[src/rtl/csr_commit_unit_if.sv]
// Retire-stage CSR commit bundle: the commit stage drives it, csr_commit_unit consumes it.
interface csr_commit_unit_if #(
   parameter int XLEN = 64
);
   logic            commit_valid_i;
   logic [XLEN-1:0] commit_csrdata_i;
   logic [11:0]     commit_csrindex_i;
   logic            commit_csren_i;
   logic            commit_mret_i;
   logic            commit_sret_i;
   logic [4:0]      commit_fflag_i;
   logic            commit_fflagen_i;

   modport master (
      output commit_valid_i, commit_csrdata_i, commit_csrindex_i, commit_csren_i,
             commit_mret_i, commit_sret_i, commit_fflag_i, commit_fflagen_i
   );
   modport slave (
      input  commit_valid_i, commit_csrdata_i, commit_csrindex_i, commit_csren_i,
             commit_mret_i, commit_sret_i, commit_fflag_i, commit_fflagen_i
   );
endinterface

[src/rtl/csr_commit_unit.sv]
// CSR commit unit: holds privilege, mstatus/sstatus fields, fcsr, mepc/sepc and applies
// one retire-stage commit per cycle; mret/sret produce a registered redirect pulse.
module csr_commit_unit #(
   parameter int XLEN      = 64,
   parameter bit HAS_UMODE = 1'b1
) (
   input  logic            clk_i,
   input  logic            arst_ni,
   csr_commit_unit_if.slave commit,
   output logic [1:0]      priv_o,
   output logic [XLEN-1:0] mstatus_o,
   output logic [7:0]      fcsr_o,
   output logic [XLEN-1:0] mepc_o,
   output logic [XLEN-1:0] sepc_o,
   output logic            xret_valid_o,
   output logic [XLEN-1:0] xret_pc_o,
   output logic            conflict_o
);
   localparam logic [1:0] PRV_M  = 2'b11;
   localparam logic [1:0] XPP_CLR = HAS_UMODE ? 2'b00 : 2'b11;

   logic [1:0]      r_priv, w_priv;
   logic            r_mie, r_sie, r_mpie, r_spie, r_spp;
   logic            w_mie, w_sie, w_mpie, w_spie, w_spp;
   logic [1:0]      r_mpp, w_mpp;
   logic [2:0]      r_frm, w_frm;
   logic [4:0]      r_fflags, w_fflags;
   logic [XLEN-1:0] r_mepc, r_sepc, r_xret_pc;
   logic [XLEN-1:0] w_mepc, w_sepc, w_xret_pc;
   logic            r_xret_valid, r_conflict;
   logic            w_mret, w_sret, w_wr, w_conflict;
   logic [XLEN-1:0] w_d;

   // mret wins over sret; any xret drops a same-cycle CSR write
   assign w_d        = commit.commit_csrdata_i;
   assign w_mret     = commit.commit_valid_i & commit.commit_mret_i;
   assign w_sret     = commit.commit_valid_i & commit.commit_sret_i & ~commit.commit_mret_i;
   assign w_wr       = commit.commit_valid_i & commit.commit_csren_i
                       & ~(commit.commit_mret_i | commit.commit_sret_i);
   assign w_conflict = commit.commit_valid_i
                       & ((commit.commit_mret_i & commit.commit_sret_i)
                          | (commit.commit_csren_i & (commit.commit_mret_i | commit.commit_sret_i)));

   // Next architectural state: CSR write, then xret, then fflag accrual on top of the written base
   always_comb begin
      w_priv    = r_priv;
      w_mie     = r_mie;
      w_sie     = r_sie;
      w_mpie    = r_mpie;
      w_spie    = r_spie;
      w_spp     = r_spp;
      w_mpp     = r_mpp;
      w_frm     = r_frm;
      w_fflags  = r_fflags;
      w_mepc    = r_mepc;
      w_sepc    = r_sepc;
      w_xret_pc = r_xret_pc;
      if (w_wr) begin
         case (commit.commit_csrindex_i)
            12'h001: w_fflags = w_d[4:0];
            12'h002: w_frm    = w_d[2:0];
            12'h003: {w_frm, w_fflags} = w_d[7:0];
            12'h300: begin
               w_mie  = w_d[3];
               w_sie  = w_d[1];
               w_mpie = w_d[7];
               w_spie = w_d[5];
               w_spp  = w_d[8];
               // 2'b10 is reserved: keep the old MPP; without U-mode MPP is stuck at M
               if (!HAS_UMODE)              w_mpp = PRV_M;
               else if (w_d[12:11] != 2'b10) w_mpp = w_d[12:11];
            end
            12'h100: begin
               w_sie  = w_d[1];
               w_spie = w_d[5];
               w_spp  = w_d[8];
            end
            12'h341: w_mepc = {w_d[XLEN-1:2], 2'b00};
            12'h141: w_sepc = {w_d[XLEN-1:2], 2'b00};
            default: ;
         endcase
      end
      if (w_mret) begin
         w_priv    = r_mpp;
         w_mie     = r_mpie;
         w_mpie    = 1'b1;
         w_mpp     = XPP_CLR;
         w_xret_pc = r_mepc;
      end else if (w_sret) begin
         w_priv    = {1'b0, r_spp};
         w_sie     = r_spie;
         w_spie    = 1'b1;
         w_spp     = 1'b0;
         w_xret_pc = r_sepc;
      end
      if (commit.commit_valid_i && commit.commit_fflagen_i)
         w_fflags = w_fflags | commit.commit_fflag_i;
   end

   // State and output registers; pulses drop whenever they are not re-triggered
   always_ff @(posedge clk_i or negedge arst_ni) begin
      if (!arst_ni) begin
         r_priv       <= PRV_M;
         r_mie        <= 1'b0;
         r_sie        <= 1'b0;
         r_mpie       <= 1'b0;
         r_spie       <= 1'b0;
         r_spp        <= 1'b0;
         r_mpp        <= PRV_M;
         r_frm        <= '0;
         r_fflags     <= '0;
         r_mepc       <= '0;
         r_sepc       <= '0;
         r_xret_pc    <= '0;
         r_xret_valid <= 1'b0;
         r_conflict   <= 1'b0;
      end else begin
         r_priv       <= w_priv;
         r_mie        <= w_mie;
         r_sie        <= w_sie;
         r_mpie       <= w_mpie;
         r_spie       <= w_spie;
         r_spp        <= w_spp;
         r_mpp        <= w_mpp;
         r_frm        <= w_frm;
         r_fflags     <= w_fflags;
         r_mepc       <= w_mepc;
         r_sepc       <= w_sepc;
         r_xret_pc    <= w_xret_pc;
         r_xret_valid <= w_mret | w_sret;
         r_conflict   <= w_conflict;
      end
   end

   // mstatus view; FS is hard-wired dirty
   always_comb begin
      mstatus_o        = '0;
      mstatus_o[1]     = r_sie;
      mstatus_o[3]     = r_mie;
      mstatus_o[5]     = r_spie;
      mstatus_o[7]     = r_mpie;
      mstatus_o[8]     = r_spp;
      mstatus_o[12:11] = r_mpp;
      mstatus_o[14:13] = 2'b11;
   end

   assign priv_o       = r_priv;
   assign fcsr_o       = {r_frm, r_fflags};
   assign mepc_o       = r_mepc;
   assign sepc_o       = r_sepc;
   assign xret_valid_o = r_xret_valid;
   assign xret_pc_o    = r_xret_pc;
   assign conflict_o   = r_conflict;
endmodule

[src/flat_wrapper.sv]
// flat-port wrapper written by rule: the top's interface ports become plain ports
module csr_commit_unit_flat 
#(
   parameter int XLEN      = 64,
   parameter bit HAS_UMODE = 1'b1
)
  (clk_i, arst_ni, priv_o, mstatus_o, fcsr_o, mepc_o, sepc_o, xret_valid_o, xret_pc_o, conflict_o, commit_commit_valid_i, commit_commit_csrdata_i, commit_commit_csrindex_i, commit_commit_csren_i, commit_commit_mret_i, commit_commit_sret_i, commit_commit_fflag_i, commit_commit_fflagen_i);
  csr_commit_unit_if #(.XLEN(XLEN)) commit_i ();
  input  logic clk_i;
  input  logic arst_ni;
  output logic [1:0] priv_o;
  output logic [XLEN-1:0] mstatus_o;
  output logic [7:0] fcsr_o;
  output logic [XLEN-1:0] mepc_o;
  output logic [XLEN-1:0] sepc_o;
  output logic xret_valid_o;
  output logic [XLEN-1:0] xret_pc_o;
  output logic conflict_o;
  input wire logic [$bits(commit_i.commit_valid_i)-1:0] commit_commit_valid_i;
  input wire logic [$bits(commit_i.commit_csrdata_i)-1:0] commit_commit_csrdata_i;
  input wire logic [$bits(commit_i.commit_csrindex_i)-1:0] commit_commit_csrindex_i;
  input wire logic [$bits(commit_i.commit_csren_i)-1:0] commit_commit_csren_i;
  input wire logic [$bits(commit_i.commit_mret_i)-1:0] commit_commit_mret_i;
  input wire logic [$bits(commit_i.commit_sret_i)-1:0] commit_commit_sret_i;
  input wire logic [$bits(commit_i.commit_fflag_i)-1:0] commit_commit_fflag_i;
  input wire logic [$bits(commit_i.commit_fflagen_i)-1:0] commit_commit_fflagen_i;
  assign commit_i.commit_valid_i = commit_commit_valid_i;
  assign commit_i.commit_csrdata_i = commit_commit_csrdata_i;
  assign commit_i.commit_csrindex_i = commit_commit_csrindex_i;
  assign commit_i.commit_csren_i = commit_commit_csren_i;
  assign commit_i.commit_mret_i = commit_commit_mret_i;
  assign commit_i.commit_sret_i = commit_commit_sret_i;
  assign commit_i.commit_fflag_i = commit_commit_fflag_i;
  assign commit_i.commit_fflagen_i = commit_commit_fflagen_i;
  csr_commit_unit #(.XLEN(XLEN), .HAS_UMODE(HAS_UMODE)) u_core (.clk_i(clk_i), .arst_ni(arst_ni), .commit(commit_i), .priv_o(priv_o), .mstatus_o(mstatus_o), .fcsr_o(fcsr_o), .mepc_o(mepc_o), .sepc_o(sepc_o), .xret_valid_o(xret_valid_o), .xret_pc_o(xret_pc_o), .conflict_o(conflict_o));
endmodule
[config.mk]
export PLATFORM = sky130hd
export DESIGN_NAME = csr_commit_unit_flat
export DESIGN_NICKNAME = d
export VERILOG_FILES = /design/src/rtl/csr_commit_unit_if.sv /design/src/rtl/csr_commit_unit.sv /design/src/flat_wrapper.sv
export SDC_FILE = /design/constraint.sdc
export NUM_CORES = 1
export LEC_CHECK = 0
export CAP_MARGIN = 40
export CORE_MARGIN = 10
export CORE_UTILIZATION = 50
export CTS_CLUSTER_DIAMETER = 40
export DETAILED_ROUTE_END_ITERATION = 12
export DONT_BUFFER_PORTS = 1
export HOLD_SLACK_MARGIN = 0.06
export PLACE_DENSITY = 0.65
export SLEW_MARGIN = 20
export SYNTH_ARGS = -nofsm -noshare
export SYNTH_HDL_FRONTEND = slang
export SYNTH_SLANG_ARGS = --single-unit
export TNS_END_PERCENT = 5
[constraint.sdc]
create_clock -name clk_i -period 1.15 [get_ports clk_i]
set_input_delay 0.23 -clock clk_i [delete_from_list [all_inputs] [get_ports clk_i]]
set_output_delay 0.23 -clock clk_i [all_outputs]
set_load 0.1 [all_outputs]
[Word level (Yosys, flattened, before mapping)]
Cells that the tools add are included.
Word-level totals
  register bits: 207
  bits of input ports: 88
  word-level logic and storage cells: 79
Operators by class
  equal/unequal tests: 8
  muxes and demuxes: 30
  bitwise operators: 14
  reductions and logical operators: 13
Operators with widths (number)
  $mux W64: 2
  $eq A12 B10 Y1 const B: 2
  $eq A12 B2 Y1 const B: 2
  $eq A12 B9 Y1 const B: 2
  $mux W1: 18
  $mux W5: 3
  $eq A12 B1 Y1 const B: 1
  $mux W2: 6
  $reduce_bool A2 Y1: 5
  $and A1 B1 Y1: 8
  $reduce_and A2 Y1: 4
  $pmux W3 S2: 1
  $or A5 B5 Y5: 1
  $reduce_or A2 Y1: 2
  $or A1 B1 Y1: 3
  $reduce_and A3 Y1: 1
  $ne A2 B2 Y1 const B: 1
  $not A1 Y1: 2
  $logic_and A1 B1 Y1: 1

[Logic depth before layout (Yosys ltp)]
Gate-level depths: netlist of the first run.
  depth in word-level cells: 6
  mapped depth: 7
  gate-level depth less buffers: 4

[Least setup slack after synthesis of the first run]
OpenSTA, ideal clock, no wires.
  path kind: input-to-reg
  start point: input commit_commit_mret_i
  end point: register u_core.r_sepc[10] (netlist: u_core.sepc_o[10])
  library setup time: 0.126 ns
  data arrival time: 1.728 ns
  slack: -0.703 ns
  stages on the path: 7
  path through: buf_2 > nor4bb_4 > nor3b_2 > and4b_1 > buf_4 > buf_6 > mux2_2
Between the ends
  word-level cells in the longest chain between the ends: 4
Ends and longest elaborated chain
  start: declaration: RTL line flat_wrapper.sv:23  | input wire logic [$bits(commit_i.commit_mret_i)-1:0] commit_commit_mret_i;
  $or A1 B1 Y1: RTL line csr_commit_unit.sv:39  | & ~(commit.commit_mret_i | commit.commit_sret_i);
  $not A1 Y1: RTL line csr_commit_unit.sv:39
  $and A1 B1 Y1: RTL line csr_commit_unit.sv:39
  $reduce_and A2 Y1 (no source line)
  end signal: assignment: RTL line csr_commit_unit.sv:128  | r_sepc <= w_sepc;
  end: declaration: RTL line csr_commit_unit.sv:28  | logic [XLEN-1:0] r_mepc, r_sepc, r_xret_pc;
No other way between the ends.
A chain may end at the register's enable or synchronous reset.

[Final worst setup path of the first run]
  start point: input commit_commit_mret_i
  end point: register u_core.r_mepc[26] (netlist: u_core.mepc_o[26])
Between the ends
  word-level cells in the longest chain between the ends: 4
Ends and longest elaborated chain
  $or A1 B1 Y1: RTL line csr_commit_unit.sv:39
  $not A1 Y1: RTL line csr_commit_unit.sv:39
  $and A1 B1 Y1: RTL line csr_commit_unit.sv:39
  $reduce_and A2 Y1 (no source line)
  end signal: assignment: RTL line csr_commit_unit.sv:127  | r_mepc <= w_mepc;
  end: declaration: RTL line csr_commit_unit.sv:28
No other way between the ends.

==> results of run 1 <==
state kept, by name, indices dropped and copies added (netlist names):
register and cells:
u_core.mepc_o 62, u_core.sepc_o 62, u_core.xret_pc_o 62, u_core.r_fflags 5
u_core.r_frm 3, u_core.priv_o 2, u_core.r_mpp 2, u_core.conflict_o 1
u_core.r_mie 1, u_core.r_mpie 1, u_core.r_sie 1, u_core.r_spie 1
u_core.r_spp 1, u_core.xret_valid_o 1
area by class of cell:
cell class              count  area (µm²)
repair buffers            317        5280
flip-flops and latches    205        5200
multi-input cells         374        3470
fillers                   594        1900
clock buffers              42         985
well taps                 225         282
clock inverters            19         235
inverters                   2        7.51
diodes                      2        5.00
how the worst min path moves through the flow:
stage | from | to | cells after the start | slack (ns)
2_1_floorplan | arst_ni | u_core.conflict_o$_DFF_PN0_ | 0 | -0.07
3_3_place_gp | arst_ni | u_core.xret_pc_o[29]$_DFFE_PN0P_ | 0 | -0.06
3_5_place_dp | arst_ni | u_core.xret_pc_o[28]$_DFFE_PN0P_ | 0 | -0.06
4_1_cts | arst_ni | u_core.xret_pc_o[28]$_DFFE_PN0P_ | 0 | -0.57
5_1_grt | arst_ni | u_core.sepc_o[48]$_DFFE_PN0P_ | 0 | -0.58
6_report | arst_ni | u_core.sepc_o[48]$_DFFE_PN0P_ | 0 | -0.57
metal layers:
metal	GRT usage, %	up-vias	part of all wire, %
met5	0	-	0
met1	29.9	3694	32
met3	11.2	161	11
li1	-	2839	-
met2	50.1	637	51
met4	13.8	0	6.3
through the flow:
step	cell area (µm²)	cells
after floorplan	9140	693
after global routing	15500	1185
after detailed placement	13000	1030
after CTS	15200	1182
after global placement	13000	1030
final	15500	1186
repair_timing:
action	in CTS	in global routing
gates cloned	0	1
buffers inserted	13	0
setup endpoints to repair	329	339
resized for setup	32	87
hold buffers	78	1
pin swaps	2	2
endpoints found under the hold margin	409	271
synth_stat cells (all sizes together) (3+ instances only):
| master | instances |
|---|---|
| a21oi | 3 |
| a22o | 126 |
| buf | 86 |
| clkbuf | 26 |
| dfrtp | 201 |
| dfstp | 4 |
| mux2 | 130 |
| mux2i | 10 |
| nand2 | 10 |
| nand3 | 5 |
| nand4 | 3 |
| nor3b | 3 |
| nor4 | 4 |
| o21ai | 3 |
power by group:
part / internal [µW] / total [µW] / leakage (µW) / switching (µW)
clock network: 7050 / 10800 / 0.000595 / 3780
registers: 7230 / 7240 / 0.00272 / 13.5
logic: 312 / 1590 / 0.00380 / 1270
cells by family (layout without fill, tap and decap cells):
family	after synthesis	after routing	synth area share [%]
compound gates	137	137	13.2
buf+inv	114	380	8.80
flops	205	205	57.8
mux	140	140	17.6
other cells	2	65	0.0846
simple gates	34	34	2.45
==> results.cfg, run 1 <==
[timing]
whs_ns = -0.568
finalCritPeriodShare_pct = 148
hold_violations = 270
setup_viol = 341
fin_setup_tns_ns = -102.88
fin_skew_ns = 0.0222
report.final.slew_viol_count = 0
rsz0062_at_grt = true
slew_headroom_pct = 56.2
worst_pin_slew_ns = 0.651
finalWorstSetupSlack_ns = -0.556
period_needed_ns = 1.71
max_freq_mhz = 586

[global_route]
overflow = 0
grt_pass1_wl_um = 52900
grt_use_total_pct = 28.8
grt_max_degree = 206
antenna_found_initial = 1
first_global_vias = 7950

[cells_and_area]
layout.nets = 1022
final_core_util_pct = 89.1
final_cell_mix = buf_12 (214), dfrtp_1 (151), a22o_1 (126)
final_common_cell = buf_12
drive_above_1_share_pct = 50.6
area_delta_synth_final_pct = 74.0

[power_and_ir_drop]
power.density_mw_per_mm2 = 1270
p_leak_uw = 0.00711
finalPower_uw = 19700
ir_worst_vdd_v = 0.00154

[logic_synthesis]
yosysTopAreaCell = dfrtp_1
yosys-top-cells-area = dfrtp_1 (57%), mux2_2 (15%), a22o_1 (12%)
synthesis.area_mm2 = 0.00888
avgSynthCellArea_um2 = 14.1
synth-seq-area-share_pct = 57.8
async_flop_share_pct = 100
syn_inst = 632
synth_cell_types = 33
synthFlopType = dfrtp_1
synth_edf_count = 0
ys_ff_latch = 205
yosysTopAreaCellShare_pct = 56.6
yosysWarnings = 0

[floorplanning]
die_x_um = 153
start_util_pct = 51.2
ios = 356
row_count = 48
core-area_mm2 = 0.0174
fp.dieH_um = 153
dieArea_mm2 = 0.0235

[detailed_routing]
firstDrtPassIters = 4
drt_iter0_drc = 497
num_vias = 7331
post_drt_via_cell_ratio = 6.18
wl_um = 38700
route.detailed.drc = 0
wl_per_cell_um = 32.7
ant_nets = 0

[clocking]
numCtsBuffers = 34
clock_latency_ns = 0.50
cts.sinks = 205
cts_tree = yes
ctsRootBufferMaster = clkbuf_16
path_clk_slew_ns = 0.06
htree_levels = 2
clock_path_buffers = 3

[run_status]
status = finished with violations
failed_checks = hold timing, setup timing

[setup_path]
crit_path_end = u_core.mepc_o[26]$_DFFE_PN0P_
critPathLaunch = commit_commit_mret_i
crit_path_end_kind = flop
path_max_fanout = 70
path_cells = nor4bb_4 > nor3b_4 > and4_4 > buf_12 > mux2_2
crit_family = simple AND/OR/NAND/NOR gates
path_class = in -> reg
rr_startpoint = u_core.mepc_o[60]$_DFFE_PN0P_
path_buf_inv = 1
r2r_cells = 3
cp_slowest_cell = nor3b_4
critPathMaxStageDelay_ns = 0.41
crit_path_start_kind = input port
crit_required_ns = 1.52
r2r_slack_ns = -0.03
worstPathArrival_ns = 2.07
r2r_end = u_core.xret_pc_o[60]$_DFFE_PN0P_
worst-path-stages = 5

[placed_design]
gp_congestion = 0.782
portBuffers = 0
place_hpwl_um = 20600
pre_cts_slack_ns = -0.715

[worst_hold_path]
hp-class = in -> async

[flow_run]
cap_viol_max_count = 0
Power figures use the tool's default switching activity.
==> run 2, diff against run 1 <==
--- a/config.mk
+++ b/config.mk
@@ -17,4 +17,4 @@
 export SYNTH_ARGS = -nofsm -noshare
 export SYNTH_HDL_FRONTEND = slang
 export SYNTH_SLANG_ARGS = --single-unit
-export TNS_END_PERCENT = 5
+export TNS_END_PERCENT = 50
==> results.cfg, run 2 <==
[logic_synthesis]
synth-simple-area-share_pct = 2.45
ys_ff_latch = 205
synth_adder_area_share_pct = 0
synthesis.area_mm2 = 0.00888
synth_most_common_cell = dfrtp_1
yosys-top-cells-area = dfrtp_1 (57%), mux2_2 (15%), a22o_1 (12%)
syn_inst = 632
synth_compound_gate_area_share_pct = 13.2
yosysWarnings = 0
synth_top_family_by_area = multiplexers
synth_xor_area_share_pct = 0
yosysTopAreaCell = dfrtp_1
ys_top_cells_by_count = dfrtp_1 (201), a22o_1 (126), mux2_2 (121)
avgSynthCellArea_um2 = 14.1
async_flop_share_pct = 100
synthFlopType = dfrtp_1
synth-seq-area-share_pct = 57.8
synth_cell_types = 33
yosysTopAreaCellShare_pct = 56.6
synth_edf_count = 0
synthMuxAreaShare_pct = 17.6

[clocking]
clock_path_buffers = 3
htree_levels = 1
cts.sinks = 205
ctsRootBufferMaster = clkbuf_16
numCtsBuffers = 30

[floorplanning]
start_util_pct = 51.2
ios = 356
fp.dieH_um = 153
row_count = 48
die_x_um = 153

[placed_design]
place_hpwl_um = 20700
gp_congestion = 0.814
portBuffers = 0

[timing]
worstEndpointType = top-level output
grt-worst-endpoint = priv_o[1]

[run_status]
flow.stopped_at = global routing
tool.error = [ERROR DPL-0033] detailed placement checks failed during check placement.
status = stopped before the end

[global_route]
grt_max_degree = 206
antenna_found_initial = 1
[run 2: logic make-up after synthesis]
kind of cell | count (synthesis)
AO/OA/AOI/OAI | 137
other | 2
flip-flops | 205
AND/OR/NAND/NOR | 34
buffers and inverters | 114
multiplexers | 140
[run 2: stage by stage]
step / area (µm²) / setup slack, ns / std cells / setup TNS, ns
after detailed placement: 13100 / -0.716 / 1033 / -86.54
after CTS: 15900 / -0.357 / 1291 / -59.61
after floorplan: 9270 / -0.655 / 693 / -97.64
after global placement: 13100 / -0.686 / 1033 / -82.98
[run 2: repair_timing]
item                       CTS
resized for setup           10
setup endpoints to repair  329
buffers inserted           130
hold buffers                72
hold endpoints to repair   409
==> run 3, diff against run 2 <==
--- a/config.mk
+++ b/config.mk
@@ -7,12 +7,10 @@
 export LEC_CHECK = 0
 export CAP_MARGIN = 40
 export CORE_MARGIN = 10
-export CORE_UTILIZATION = 50
-export CTS_CLUSTER_DIAMETER = 40
+export CORE_UTILIZATION = 35
 export DETAILED_ROUTE_END_ITERATION = 12
 export DONT_BUFFER_PORTS = 1
-export HOLD_SLACK_MARGIN = 0.06
-export PLACE_DENSITY = 0.65
+export PLACE_DENSITY_LB_ADDON = 0.15
 export SLEW_MARGIN = 20
 export SYNTH_ARGS = -nofsm -noshare
 export SYNTH_HDL_FRONTEND = slang
==> results.cfg, run 3 (synthesis gave the netlist of run 1 again) <==
[power_and_ir_drop]
clockPowerShare_pct = 47.4
ir_worst_vdd_v = 0.00119
power.density_mw_per_mm2 = 1010
seq_power_share_pct = 43.3
p_leak_uw = 0.00788
p_comb_share_pct = 9.3
switchingPower_uw = 4340
p_int_uw = 12400
swShare_pct = 25.9

[timing]
fin_setup_tns_ns = -73.80
finalWorstSetupSlack_ns = -0.350
fin_skew_ns = 0.0135
setup_viol = 339
hold_violations = 271
max_freq_mhz = 667
period_needed_ns = 1.50
rsz0062_at_grt = true
report.final.slew_viol_count = 0
finalCritPeriodShare_pct = 130
whs_ns = -0.598

[detailed_routing]
num_vias = 7140
drt_iter0_drc = 412
wl_per_cell_um = 23.9
ant_nets = 0
route.detailed.drc = 0
post_drt_via_cell_ratio = 5.03
wl_um = 33900
firstDrtPassIters = 7

[global_route]
first_global_vias = 7741
grt_pass1_wl_um = 47700
grt_use_total_pct = 18.9
overflow = 0
antenna_found_initial = 0
grt_max_degree = 206

[placed_design]
portBuffers = 0
pre_cts_slack_ns = -0.751
place_hpwl_um = 20500
place_area_mm2 = 0.0133
gp_congestion = 0.822
place_inst = 1136

[clocking]
numCtsBuffers = 25
cts.sinks = 205
ctsRootBufferMaster = clkbuf_16
hold_buffers = 79
path_clk_slew_ns = 0.06
htree_levels = 1
clock_path_buffers = 3
clock_latency_ns = 0.52
cts_tree = yes

[worst_hold_path]
hp-class = in -> async

[run_status]
status = finished with violations
failed_checks = hold timing, setup timing

[setup_path]
path_class = in -> reg
crit_required_ns = 1.56
crit_path_start_kind = input port
path_max_fanout = 70
worstPathArrival_ns = 1.91
crit_path_end_kind = flop

[cells_and_area]
layout.nets = 1159
design_area_mm2 = 0.0166
area_delta_synth_final_pct = 86.8
final_common_cell = buf_12
fin_cells = 1420
final_cell_mix = buf_12 (217), dfrtp_1 (194), buf_4 (154)
drive_above_1_share_pct = 52.0
n_antenna_cell = 0

[floorplanning]
ios = 356
fp.dieH_um = 179
core-area_mm2 = 0.0251
die_x_um = 179
row_count = 58
start_util_pct = 35.4
dieArea_mm2 = 0.0322

[flow_run]
cap_viol_max_count = 0
==> run 3: worst paths after layout <==
kind / from / to / slack (ns) / depth (start not counted)
min: arst_ni / u_core.r_frm[2]$_DFFE_PN0P_ / -0.60 / 0
max: commit_commit_mret_i / u_core.sepc_o[39]$_DFFE_PN0P_ / -0.35 / 7
max reg2reg: u_core.sepc_o[61]$_DFFE_PN0P_ / u_core.xret_pc_o[61]$_DFFE_PN0P_ / -0.05 / 4
min reg2reg: u_core.r_fflags[3]$_DFF_PN0_ / u_core.r_fflags[3]$_DFF_PN0_ / 0.56 / 2
min in group clk_i: commit_commit_valid_i / u_core.r_spp$_DFF_PN0_ / -0.17 / 1
max in group asynchronous: arst_ni / u_core.mepc_o[44]$_DFFE_PN0P_ / 1.31 / 0
==> run 3: cell type report <==
class | instances | area (µm²)
timing repair buffer | 463 | 6540
tap | 330 | 413
multi-input combinational | 374 | 3660
clock inverter | 9 | 103
sequential | 205 | 5140
clock buffer | 37 | 731
fill | 1681 | 8510
inverter | 2 | 7.51
==> run 3: metal layers <==
| layer | GRT usage (%) | vias to the layer above | part of all wire, % | routed length (µm) |
|---|---|---|---|---|
| met1 | 20.4 | 3674 | 36 | 12100 |
| met2 | 33.1 | 328 | 51 | 17200 |
| met3 | 8.26 | 45 | 11 | 3780 |
| met5 | 0 | - | 0 | 0 |
| met4 | 4.89 | 0 | 2.4 | 815 |
| li1 | - | 3093 | - | - |
==> run 3: through the flow <==
step	util, %	total power (µW)
floorplan	-	8690
global placement	52.8	8590
detailed placement	52.8	8600
CTS	63.3	16800
global route	66.1	17200
finish	66.1	16700
==> run 3: power groups by stage <==
stage	logic (µW)	clock network, µW	registers [µW]
floorplan	1260	0	7440
global placement	1230	0	7370
detailed placement	1230	0	7370
CTS	1510	8060	7240
global route	1590	8420	7230
finish	1550	7930	7240
==> run 3: what timing repair did <==
item	4_1_cts	5_1_grt
setup endpoints to repair	327	331
setup buffers	122	28
gates resized for setup	24	74
pin swaps	1	5
endpoints found under the hold margin	409	271
cloned	0	9
==> run 3: worst max-delay path: stages <==
cell and delay, ns:
nor4bb_4 0.30, nor3b_4 0.27, and4b_4 0.29, buf_12 0.17, buf_12 0.12, clkbuf_16 0.17
mux2_4 0.31
